`src/rtl/rr_switch_allocator_4port.sv`:
```
// ============================================================================
// Module   : rr_switch_allocator_4port
// Purpose  : Registered round-robin switch allocator for a 4-port mesh router
//            (ports X1, X2, Y, LOCAL). Each output picks one requesting input
//            per cycle, scanning from its own round-robin pointer, and honours
//            downstream full. Grants and crossbar selects are registered, so
//            they appear one cycle after the request is sampled.
// Ports    : clk, rst          - clock, asynchronous active-high reset
//            en_i              - global allocate enable
//            req_valid_i[4]    - input i presents a flit
//            req_port_i[8]     - requested output of input i at [2i+1:2i]
//            req_last_i[4]     - flit is a packet tail (packet lock only)
//            out_full_i[4]     - downstream of output j cannot accept
//            in_grant_o[4]     - input i's flit consumed (registered pulse)
//            out_valid_o[4]    - output j carries a granted flit
//            out_sel_o[12]     - crossbar select of output j at [3j+2:3j]
//                                (0=STOP, 1=X1, 2=X2, 3=Y, 4=LOCAL)
// Options  : SA_PKT_LOCK_EN    - wormhole packet lock per output
// Revision : 1.0 - initial release
// ============================================================================
`default_nettype none

module rr_switch_allocator_4port #(
    parameter int NPORT = 4,
    parameter int SELW  = 3
) (
    input  logic                  clk,
    input  logic                  rst,
    input  logic                  en_i,
    input  logic [NPORT-1:0]      req_valid_i,
    input  logic [2*NPORT-1:0]    req_port_i,
    input  logic [NPORT-1:0]      req_last_i,
    input  logic [NPORT-1:0]      out_full_i,
    output logic [NPORT-1:0]      in_grant_o,
    output logic [NPORT-1:0]      out_valid_o,
    output logic [SELW*NPORT-1:0] out_sel_o
);

    // Registered outputs and round-robin pointers
    logic [NPORT-1:0]      in_grant_q,  in_grant_d;
    logic [NPORT-1:0]      out_valid_q, out_valid_d;
    logic [SELW*NPORT-1:0] out_sel_q,   out_sel_d;
    logic [1:0]            ptr_q [NPORT];
    logic [1:0]            ptr_d [NPORT];

    // Per-output arbitration wires: w_cand[j][i] = input i requests output j
    logic [NPORT-1:0] w_cand [NPORT];
    logic [NPORT-1:0] w_elig [NPORT];
    logic [NPORT-1:0] w_hit;
    logic [NPORT-1:0] w_go;
    logic [1:0]       w_win  [NPORT];

`ifdef SA_PKT_LOCK_EN
    localparam logic [0:0] ST_IDLE   = 1'b0;
    localparam logic [0:0] ST_LOCKED = 1'b1;

    logic [0:0] lock_q  [NPORT];
    logic [0:0] lock_d  [NPORT];
    logic [1:0] owner_q [NPORT];
    logic [1:0] owner_d [NPORT];
`else
    // Tail marker has no meaning when packets are not locked
    logic w_unused_last;
    assign w_unused_last = ^req_last_i;
`endif

    always_comb begin
        for (int j = 0; j < NPORT; j++) begin
            for (int i = 0; i < NPORT; i++) begin
                w_cand[j][i] = req_valid_i[i] && (req_port_i[2*i +: 2] == 2'(j));
            end
`ifdef SA_PKT_LOCK_EN
            // A locked output only listens to the packet that owns it
            w_elig[j] = (lock_q[j] == ST_LOCKED)
                      ? (w_cand[j] & (NPORT'(1) << owner_q[j]))
                      : w_cand[j];
`else
            w_elig[j] = w_cand[j];
`endif
        end
    end

    // First eligible input scanning upward from the pointer, modulo 4
    always_comb begin
        logic [1:0] idx;
        idx = '0;
        for (int j = 0; j < NPORT; j++) begin
            w_hit[j] = 1'b0;
            w_win[j] = ptr_q[j];
            for (int k = 0; k < NPORT; k++) begin
                idx = ptr_q[j] + 2'(k);
                if (!w_hit[j] && w_elig[j][idx]) begin
                    w_hit[j] = 1'b1;
                    w_win[j] = idx;
                end
            end
            w_go[j] = en_i && !out_full_i[j] && w_hit[j];
        end
    end

    always_comb begin
        in_grant_d  = '0;
        out_valid_d = '0;
        out_sel_d   = '0;
        for (int j = 0; j < NPORT; j++) begin
            ptr_d[j] = ptr_q[j];
`ifdef SA_PKT_LOCK_EN
            lock_d[j]  = lock_q[j];
            owner_d[j] = owner_q[j];
`endif
            if (w_go[j]) begin
                // Each input names one output, so grant bits never collide
                out_valid_d[j]              = 1'b1;
                out_sel_d[SELW*j +: SELW]   = SELW'(w_win[j]) + SELW'(1);
                in_grant_d[w_win[j]]        = 1'b1;
`ifdef SA_PKT_LOCK_EN
                if (req_last_i[w_win[j]]) begin
                    // Packet complete: release and move priority past the winner
                    lock_d[j] = ST_IDLE;
                    ptr_d[j]  = w_win[j] + 2'd1;
                end else begin
                    lock_d[j]  = ST_LOCKED;
                    owner_d[j] = w_win[j];
                end
`else
                ptr_d[j] = w_win[j] + 2'd1;
`endif
            end
        end
    end

    always_ff @(posedge clk or posedge rst) begin
        if (rst) begin
            in_grant_q  <= '0;
            out_valid_q <= '0;
            out_sel_q   <= '0;
            for (int j = 0; j < NPORT; j++) begin
                ptr_q[j] <= '0;
`ifdef SA_PKT_LOCK_EN
                lock_q[j]  <= ST_IDLE;
                owner_q[j] <= '0;
`endif
            end
        end else begin
            in_grant_q  <= in_grant_d;
            out_valid_q <= out_valid_d;
            out_sel_q   <= out_sel_d;
            for (int j = 0; j < NPORT; j++) begin
                ptr_q[j] <= ptr_d[j];
`ifdef SA_PKT_LOCK_EN
                lock_q[j]  <= lock_d[j];
                owner_q[j] <= owner_d[j];
`endif
            end
        end
    end

    assign in_grant_o  = in_grant_q;
    assign out_valid_o = out_valid_q;
    assign out_sel_o   = out_sel_q;

endmodule

`default_nettype wire

```
`config.mk`:
```
export PLATFORM = sky130hd
export DESIGN_NAME = rr_switch_allocator_4port
export DESIGN_NICKNAME = d
export VERILOG_FILES = /design/src/rtl/rr_switch_allocator_4port.sv
export SDC_FILE = /design/constraint.sdc
export NUM_CORES = 1
export LEC_CHECK = 0
export BUFFER_PORTS_ARGS = -buffer_cell sky130_fd_sc_hd__buf_2
export CORE_MARGIN = 2
export CORE_UTILIZATION = 47
export CTS_CLUSTER_DIAMETER = 50
export DETAILED_ROUTE_END_ITERATION = 10
export PLACE_DENSITY = 0.78
export SLEW_MARGIN = 30
export SYNTH_ARGS = -nofsm -noshare
export SYNTH_HDL_FRONTEND = slang
export SYNTH_SLANG_ARGS = --single-unit
```
`constraint.sdc`:
```
create_clock -name clk -period 1.85 [get_ports clk]
set_input_delay 0.37 -clock clk [delete_from_list [all_inputs] [get_ports clk]]
set_output_delay 0.37 -clock clk [all_outputs]
set_load 0.01 [all_outputs]
```
# Word-level counts from Yosys, hierarchy flattened
# Cells that the tools add are included.
[op_classes]
add_sub_neg = 20
multipliers = 0
div_mod_pow = 0
order_cmp = 24
eq_ne = 12
n_shift = 0
n_mux = 80
bitwise = 3
reduce_logical = 60
[ops]
columns = ["op", "n"]
rows = [
  ["$lt 2x3->1 const B", 20],
  ["$logic_and 1x1->1", 40],
  ["$mux 1", 40],
  ["$bmux 1 s2", 16],
  ["$mux 2", 12],
  ["$add 2x1->2 const B", 8],
  ["$add 2x2->2 const B", 8],
  ["$eq 2x2->1 const B", 8],
  ["$logic_not 1->1", 16],
  ["$mux 4", 4],
  ["$add 2x1->3 const B", 4],
  ["$mux 3", 4],
  ["$or 4x4->4", 3],
  ["$demux 1 s2", 4],
  ["$eq 2x1->1 const B", 4],
  ["$ge 2x1->1 const B", 4],
  ["$logic_not 2->1", 4],
]
[word_totals]
ff_bits = 28
latchBits = 0
ramBits = 0
romBits = 0
out_inout_bits = 20
wordCells = 206
memories = 0

# Longest topological paths before layout
# Gate-level depths: netlist (run 1).
[logic_depth]
depth_word = 25
mapped_depth = 8
mapped_depth_nobuf = 8

# Least setup slack after synthesis (run 1)
# Ideal clock, no wire load.
[synth_path]
path_kind = "input-to-reg"
from = "in req_port_i[5]"
to = "reg in_grant_q[0] (netlist: in_grant_o[0])"
setup_time_ns = 0.134
arrival_time_ns = 1.821
required_time_ns = 1.716
setup_slack_ns = -0.105
cell_stages = 8
n_path_buf = 0
cell_sequence = "nand3_1 > a21oi_1 > o21bai_1 > a221oi_1 > inv_1 > ha_1 > a222oi_1 > o21ai_1"
[synth_via]
elab_chain_len = 25
word_cells_on_any_way = 123
[synth_rtl]
columns = ["item", "line", "source"]
rows = [
  ["start, declared", "31", "input logic [2*NPORT-1:0] req_port_i,"],
  ["$logic_not 2->1", "70", "w_cand[j][i] = req_valid_i[i] && (req_port_i[2*i +: 2] == 2'(j));"],
  ["$logic_and 1x1->1", "70", ""],
  ["$bmux 1 s2", "92", "if (!w_hit[j] && w_elig[j][idx]) begin"],
  ["$mux 1 (not written as such)", "92", ""],
  ["$mux 1", "92", ""],
  ["$logic_not 1->1", "92", ""],
  ["$logic_and 1x1->1", "92", ""],
  ["$mux 1", "92", ""],
  ["(+10 left out)", "--", ""],
  ["$mux 4", "111", "if (w_go[j]) begin"],
  ["$or 4x4->4 (no line)", "--", ""],
  ["$mux 4", "111", ""],
  ["$or 4x4->4 (no line)", "--", ""],
  ["$mux 4", "111", ""],
  ["$or 4x4->4 (no line)", "--", ""],
  ["$mux 4 *", "111", ""],
  ["via in_grant_d[0]", "40", "logic [NPORT-1:0] in_grant_q, in_grant_d;"],
  ["end signal, assigned", "145", "in_grant_q <= in_grant_d;"],
  ["end, declared", "40", ""],
]
# The timed path passes the listed nets; every way through them passes the cells marked *. The select of a mux whose other input is x is not followed.
# A chain may end at the register's enable or synchronous reset.

# Final worst setup path (run 1)
[layout_path]
from = "in req_port_i[1]"
to = "reg in_grant_q[2] (netlist: in_grant_o[2])"
# The elaborated chain is that of the path after synthesis.

==> results.toml, run 1 <==
[status]
status = "complete, but fails checks"
violations = "setup timing"

[placement]
portBuffers = 38
routabilityCongestion = 0.919
dpl_cell_area_um2 = 2180
placed_cells = 277
dp_slack_ns = -0.354
dpl.hpwl_mm = 3.30

[job]
cap_violations = 0

[worst_setup_path]
r2r_setup_slack_ns = 0.01
crit_arrival_ns = 2.07
crit_required_ns = 2.07
worstRegToRegCells = 7
worstPathMaxFanout = 4
critPathLaunchType = "primary input"
r2r_start = "ptr_q[5]"
critPathCaptureType = "flop"
r2r_end = "in_grant_o[2]"
path_class = "primary input to flop"

[sta]
max_slew_margin = 0.728
fmax_ghz = 0.540
setup_viol = 1
slew_viol_final = 0
skew_ns = 0.0106
rsz0062_at_grt = "true"
fin_crit_ns = 1.85
timing.final.ws_setup_ns = -0.00252
worst_pin_slew_ns = 0.404
fin_crit_sh = 1.00
final_hold_viol_count = 0

[drt]
route.final.wire_length_mm = 4.64
wl_met2_mm = 2.39
wire_per_inst_um = 16.2
drtIter0Drc = 112
drt_first_pass_iters = 4
drc = 0
maxUsedRoutingLayer = "met4"
ant_nets = 0
wl_met1_mm = 1.83
dr_wl_met3_um = 224
viasPerCell = 5.84
dr_total_vias = 1675

[grt]
grt_pass1_vias = 1704
grt_max_degree = 29
grt_pass1_wl_mm = 7.27
grt_use_total = 0.229
grt_antenna_before_repair = 0
grt.overflow.total = 0

[synthesis]
avgSynthCellArea_um2 = 10.3
synthCells = 162
netlist_area_um2 = 1670
yosys_warnings = 0
synth_top_area_share = 0.420
yosysTopAreaCell = "dfrtp_1"
ys_types = 42
ys_ff_latch = 28
ys_seq_area_frac = 0.420
synthTopCellsByArea = "dfrtp_1, ha_1, o221ai_1"
synth_fp_nets = 197

[power]
share_comb_of_total_power = 0.461
ir_worst_vdd_mv = 0.525
p_int_uw = 1540
leakage_uw = 0.00119
switchingPower_uw = 921
clkPwrFrac = 0.168
powerDensity_nw_per_um2 = 1040
sw_frac_of_total = 0.375
p_seq_frac = 0.372

[cells_and_area]
fin_nets = 277
final_cell_area_um2 = 2370
drive_gt1_frac = 0.481
final_cells = 287
syn2layout_area_growth_pct = 42.2
diodes = 0

[min_path]
min_path_type = "primary input to async pin"

[clock_network]
clock-sinks = 28
worstSkewPairLatency_ns = 0.35
cts-root-buf = "clkbuf_4"
path_clk_slew_ns = 0.16
numCtsBuffers = 3
cts_max_path_buffers = 2
cts_tree = "done"
htreeDepth = 1
hold_buffers = 0

[floorplan]
initial_core_util = 0.496
core_area_um2 = 3360
num_io_pins = 43
rows = 21
dieHeight_um = 63.6
die_area_um2 = 4040
fp.dieW_um = 63.6
kinds of logic (layout without fill, tap and decap cells):
kind of cell	after synthesis	after routing	synth area share
buffers and inverters	14	93	0.0322
flip-flops	28	28	0.420
adder cells (fa/ha/maj)	12	12	0.0900
multiplexers	1	1	0.00675
XOR/XNOR	1	1	0.00525
AND/OR/NAND/NOR	56	56	0.211
AO/OA/AOI/OAI	50	50	0.235
stage by stage:
stage / TNS [ns] / utilization / hold slack (ns) / total power (uW)
6_report: -0.00252 / 0.706 / 0.0511 / 2460
4_1_cts: 0 / 0.669 / 0.0706 / 2330
5_1_grt: -0.173 / 0.706 / 0.0965 / 2620
3_3_place_gp: -1.44 / 0.647 / 0.445 / 1810
3_5_place_dp: -2.37 / 0.647 / 0.453 / 1880
2_1_floorplan: 0 / - / 0.435 / 1460
layout by cell type, fill, tap and decap left out, types with 3 or more instances in the layout:
cell / count
dfrtp_1: 24
and2_1: 6
nand3_1: 6
a21o_1: 3
ha_2: 5
buf_2: 36
o21ai_1: 6
nor2b_1: 5
a222oi_1: 4
nand2_1: 4
inv_1: 8
buf_4: 42
o221ai_1: 4
nor2_1: 13
a21oi_1: 5
ha_1: 7
o21ai_0: 3
nand3b_1: 4
clkbuf_4: 3
dfrtp_2: 4
synth_stat cells:
library cell	instances
a2bb2oi_1	1
a22oi_1	3
a311oi_1	2
ha_1	12
o22ai_1	3
a31oi_1	1
a21o_1	3
mux2_2	1
a21oi_1	6
nand2_1	4
o21ai_0	6
or3b_1	2
o41ai_4	1
nor3_1	4
buf_2	1
dfrtp_1	28
clkbuf_1	3
nand3_1	6
a222oi_1	4
and3b_1	4
inv_1	10
a22o_1	1
and2_1	6
xnor2_1	1
o21ai_1	4
nand2b_1	1
o21a_1	1
a311oi_2	1
nor2b_1	6
o221ai_1	6
and4_1	1
nor4b_1	1
and3_1	1
a311o_2	1
a221oi_1	1
o21bai_1	2
nor3b_2	1
nand3b_1	4
nor3b_4	2
nor2_1	13
o22a_1	2
o41a_2	1
timing repair:
action                                  CTS  global route
resized for setup                         1            27
endpoints found under the setup margin    2             4
pin swaps                                 0            11
setup buffers                             2             4
cell type report:
cell class,count,area [um2]
Multi-Input combinational cell,120,1010
Clock buffer,3,22.5
Fill cell,253,990
Inverter,10,37.5
Sequential cell,28,706
Timing Repair Buffer,79,507
Clock inverter,1,30.0
Tap cell,46,57.6
power groups by stage:
stage,clock network (uW),logic [uW],registers [uW]
after floorplan,0,587,872
after global placement,0,946,862
after detailed placement,0,996,880
after CTS,416,1050,868
after global routing,448,1250,925
final,412,1130,913
worst max path at each step:
stage / start / endpoint / slack (ns) / depth (start not counted)
after global routing: req_port_i[1] / in_grant_o[1] / -0.05 / 10
after floorplan: req_port_i[1] / in_grant_o[2] / 0.003 / 8
after global placement: req_port_i[1] / in_grant_o[2] / -0.24 / 9
final: req_port_i[1] / in_grant_o[2] / -0.003 / 9
after detailed placement: req_port_i[1] / in_grant_o[2] / -0.35 / 9
after CTS: req_port_i[1] / in_grant_o[2] / 0.009 / 9
sequential cells by signal, summed over array words and instances (netlist names):
register and flops:
out_sel_o 12, ptr_q 8, in_grant_o 4, out_valid_o 4
worst max-delay path, stage by stage:
cell,delay [ns]
buf_4,0.13
nand3b_1,0.22
nor2b_4,0.17
a21oi_2,0.14
o21ai_2,0.08
o22a_1,0.24
ha_2,0.18
a222oi_1,0.41
o21ai_1,0.14
routing by layer:
metal  up-vias  global-route usage
li1        771                   -
met1       808               0.249
met2        75               0.412
met3        21              0.0339
met4         0               0.144
met5         -                   0
Power figures use the tool's default switching activity.
==> run 2: changes to the inputs <==
--- a/config.mk
+++ b/config.mk
@@ -11,6 +11,7 @@
 export CTS_CLUSTER_DIAMETER = 50
 export DETAILED_ROUTE_END_ITERATION = 10
 export PLACE_DENSITY = 0.78
+export RECOVER_POWER = 50
 export SLEW_MARGIN = 30
 export SYNTH_ARGS = -nofsm -noshare
 export SYNTH_HDL_FRONTEND = slang
==> run 2 against run 1 <==
  * Routed wire length down 0.11%
  * Worst hold slack better by 0.33 ns
  * Register-to-register slack better by 0.03 ns
  * Critical endpoint is now in_grant_o[3]
  * The run now ends clean
  * Largest cell class unchanged
==> results.toml, run 2 (synthesis results as in run 1) <==
[status]
status = "completed"

[sta]
worst_pin_slew_ns = 1.42
fin_crit_sh = 0.991
skew_ns = 0.00783
fin_crit_ns = 1.83
final_hold_viol_count = 0
setup_viol = 0
timing.final.ws_setup_ns = 0.0166
max_slew_margin = 0.0511
rsz0062_at_grt = "true"
fmax_ghz = 0.545
slew_viol_final = 0

[clock_network]
worstSkewPairLatency_ns = 0.35
hold_buffers = 0
cts_tree = "done"
clock-sinks = 28
numCtsBuffers = 3
cts-root-buf = "clkbuf_4"
cts_max_path_buffers = 2
path_clk_slew_ns = 0.15
htreeDepth = 1

[grt]
grt_use_total = 0.229
grt.overflow.total = 0
grt_max_degree = 29
grt_antenna_before_repair = 0
grt_pass1_vias = 1704
grt_pass1_wl_mm = 7.27

[drt]
wl_met2_mm = 2.39
viasPerCell = 5.85
wl_met1_mm = 1.76
dr_total_vias = 1679
route.final.wire_length_mm = 4.64
drt_first_pass_iters = 4
maxUsedRoutingLayer = "met4"
ant_nets = 0
wire_per_inst_um = 16.2
drc = 0
dr_wl_met3_um = 276
drtIter0Drc = 101

[cells_and_area]
final_common_cell = "buf_4"
final_cell_mix = "buf_4, buf_2, dfrtp_1"
diodes = 0
fill_cells = 259
final_core_util = 0.701
largest_reg_flops = 12
final_cell_area_um2 = 2360
drive_gt1_frac = 0.444
syn2layout_area_growth_pct = 41.2
fin_nets = 277

[power]
ir_worst_vdd_mv = 0.527
leakage_uw = 0.00115
powerDensity_nw_per_um2 = 1040

[worst_setup_path]
path_class = "primary input to flop"
worstPathMaxFanout = 4
critPathLaunchType = "primary input"
crit_arrival_ns = 2.07
slowest_stage = "a222oi_1"
cpPeakStageDelay_ns = 0.34
crit_required_ns = 2.08
critPathCaptureType = "flop"
crit_chain = "buf_4 > nand3b_1 > buf_4 > buf_4 > o221ai_4 > a22oi_2 > buf_4 > ha_2 > a222oi_1 > o21ai_1"
path_common_cell = "buf_4"

[floorplan]
fp.dieW_um = 63.6
core_area_um2 = 3360
initial_core_util = 0.496
num_io_pins = 43
dieHeight_um = 63.6
die_area_um2 = 4040
rows = 21

[placement]
portBuffers = 38
dpl.hpwl_mm = 3.30
dp_slack_ns = -0.354
routabilityCongestion = 0.919
dpl_cell_area_um2 = 2180

[min_path]
min_path_type = "primary input to flop"

[job]
cap_violations = 0
[run 2: cell count changes in the layout (fill, tap and decap cells not counted), sizes merged]
cell,delta
buf,-9
clkbuf,+9
[run 2: metal layers]
metal	vias to the layer above	global-route usage
met3	23	0.0339
met1	811	0.249
met5	-	0
met4	0	0.144
met2	77	0.412
li1	768	-
[run 2: path summary, 6_finish.rpt]
path	from	to	slack, ns	cells after the start
worst max-delay path	req_port_i[1]	in_grant_o[3]	0.02	10
worst min-delay path	out_full_i[3]	out_valid_o[3]	0.38	3
worst max register to register	ptr_q[5]	in_grant_o[2]	0.04	7
worst min register to register	ptr_q[3]	ptr_q[3]	0.62	1
max in group asynchronous	rst	ptr_q[3]	0.45	3
min in group asynchronous	rst	ptr_q[6]	0.47	3
[run 2: power breakdown]
| group | internal (uW) | leakage (uW) | total [uW] | switching, uW |
|---|---|---|---|---|
| combinational | 572 | 0.000765 | 1130 | 556 |
| clock | 220 | 0.0000279 | 416 | 196 |
| sequential | 740 | 0.000362 | 912 | 172 |
| total | 1530 | 0.00115 | 2460 | 924 |
[run 2: final cells by class]
type | instances | area (um2) | area share
repair buffers | 79 | 490 | 0.208
multi-input cells | 120 | 1010 | 0.430
well taps | 46 | 57.6 | 0.0244
flip-flops and latches | 28 | 706 | 0.299
inverters | 10 | 37.5 | 0.0159
clock buffers | 3 | 22.5 | 0.00955
clock inverters | 1 | 30.0 | 0.0127
[run 2: timing repair]
item	in CTS	in global routing
endpoints found under the setup margin	2	4
gates cloned	0	0
resized for setup	1	27
endpoints found under the hold margin	0	0
buffers inserted	2	4
pin swaps	0	11
[run 2: per-stage QoR]
stage	TNS [ns]	cells	total power [uW]	hold WS, ns
global route	-0.173	287	2620	0.363
floorplan	0	162	1460	0.435
finish	0	287	2460	0.377
CTS	0	283	2330	0.0706
detailed placement	-2.37	277	1880	0.453
global placement	-1.44	277	1810	0.445
[run 2: worst max-delay path, delay by kind of cell]
family / cells / cell delay, ns
adders and majority gates: 1 / 0.18
buffers and inverters: 4 / 0.60
and+or+nand+nor: 1 / 0.22
AOI/OAI and AO/OA: 4 / 0.70
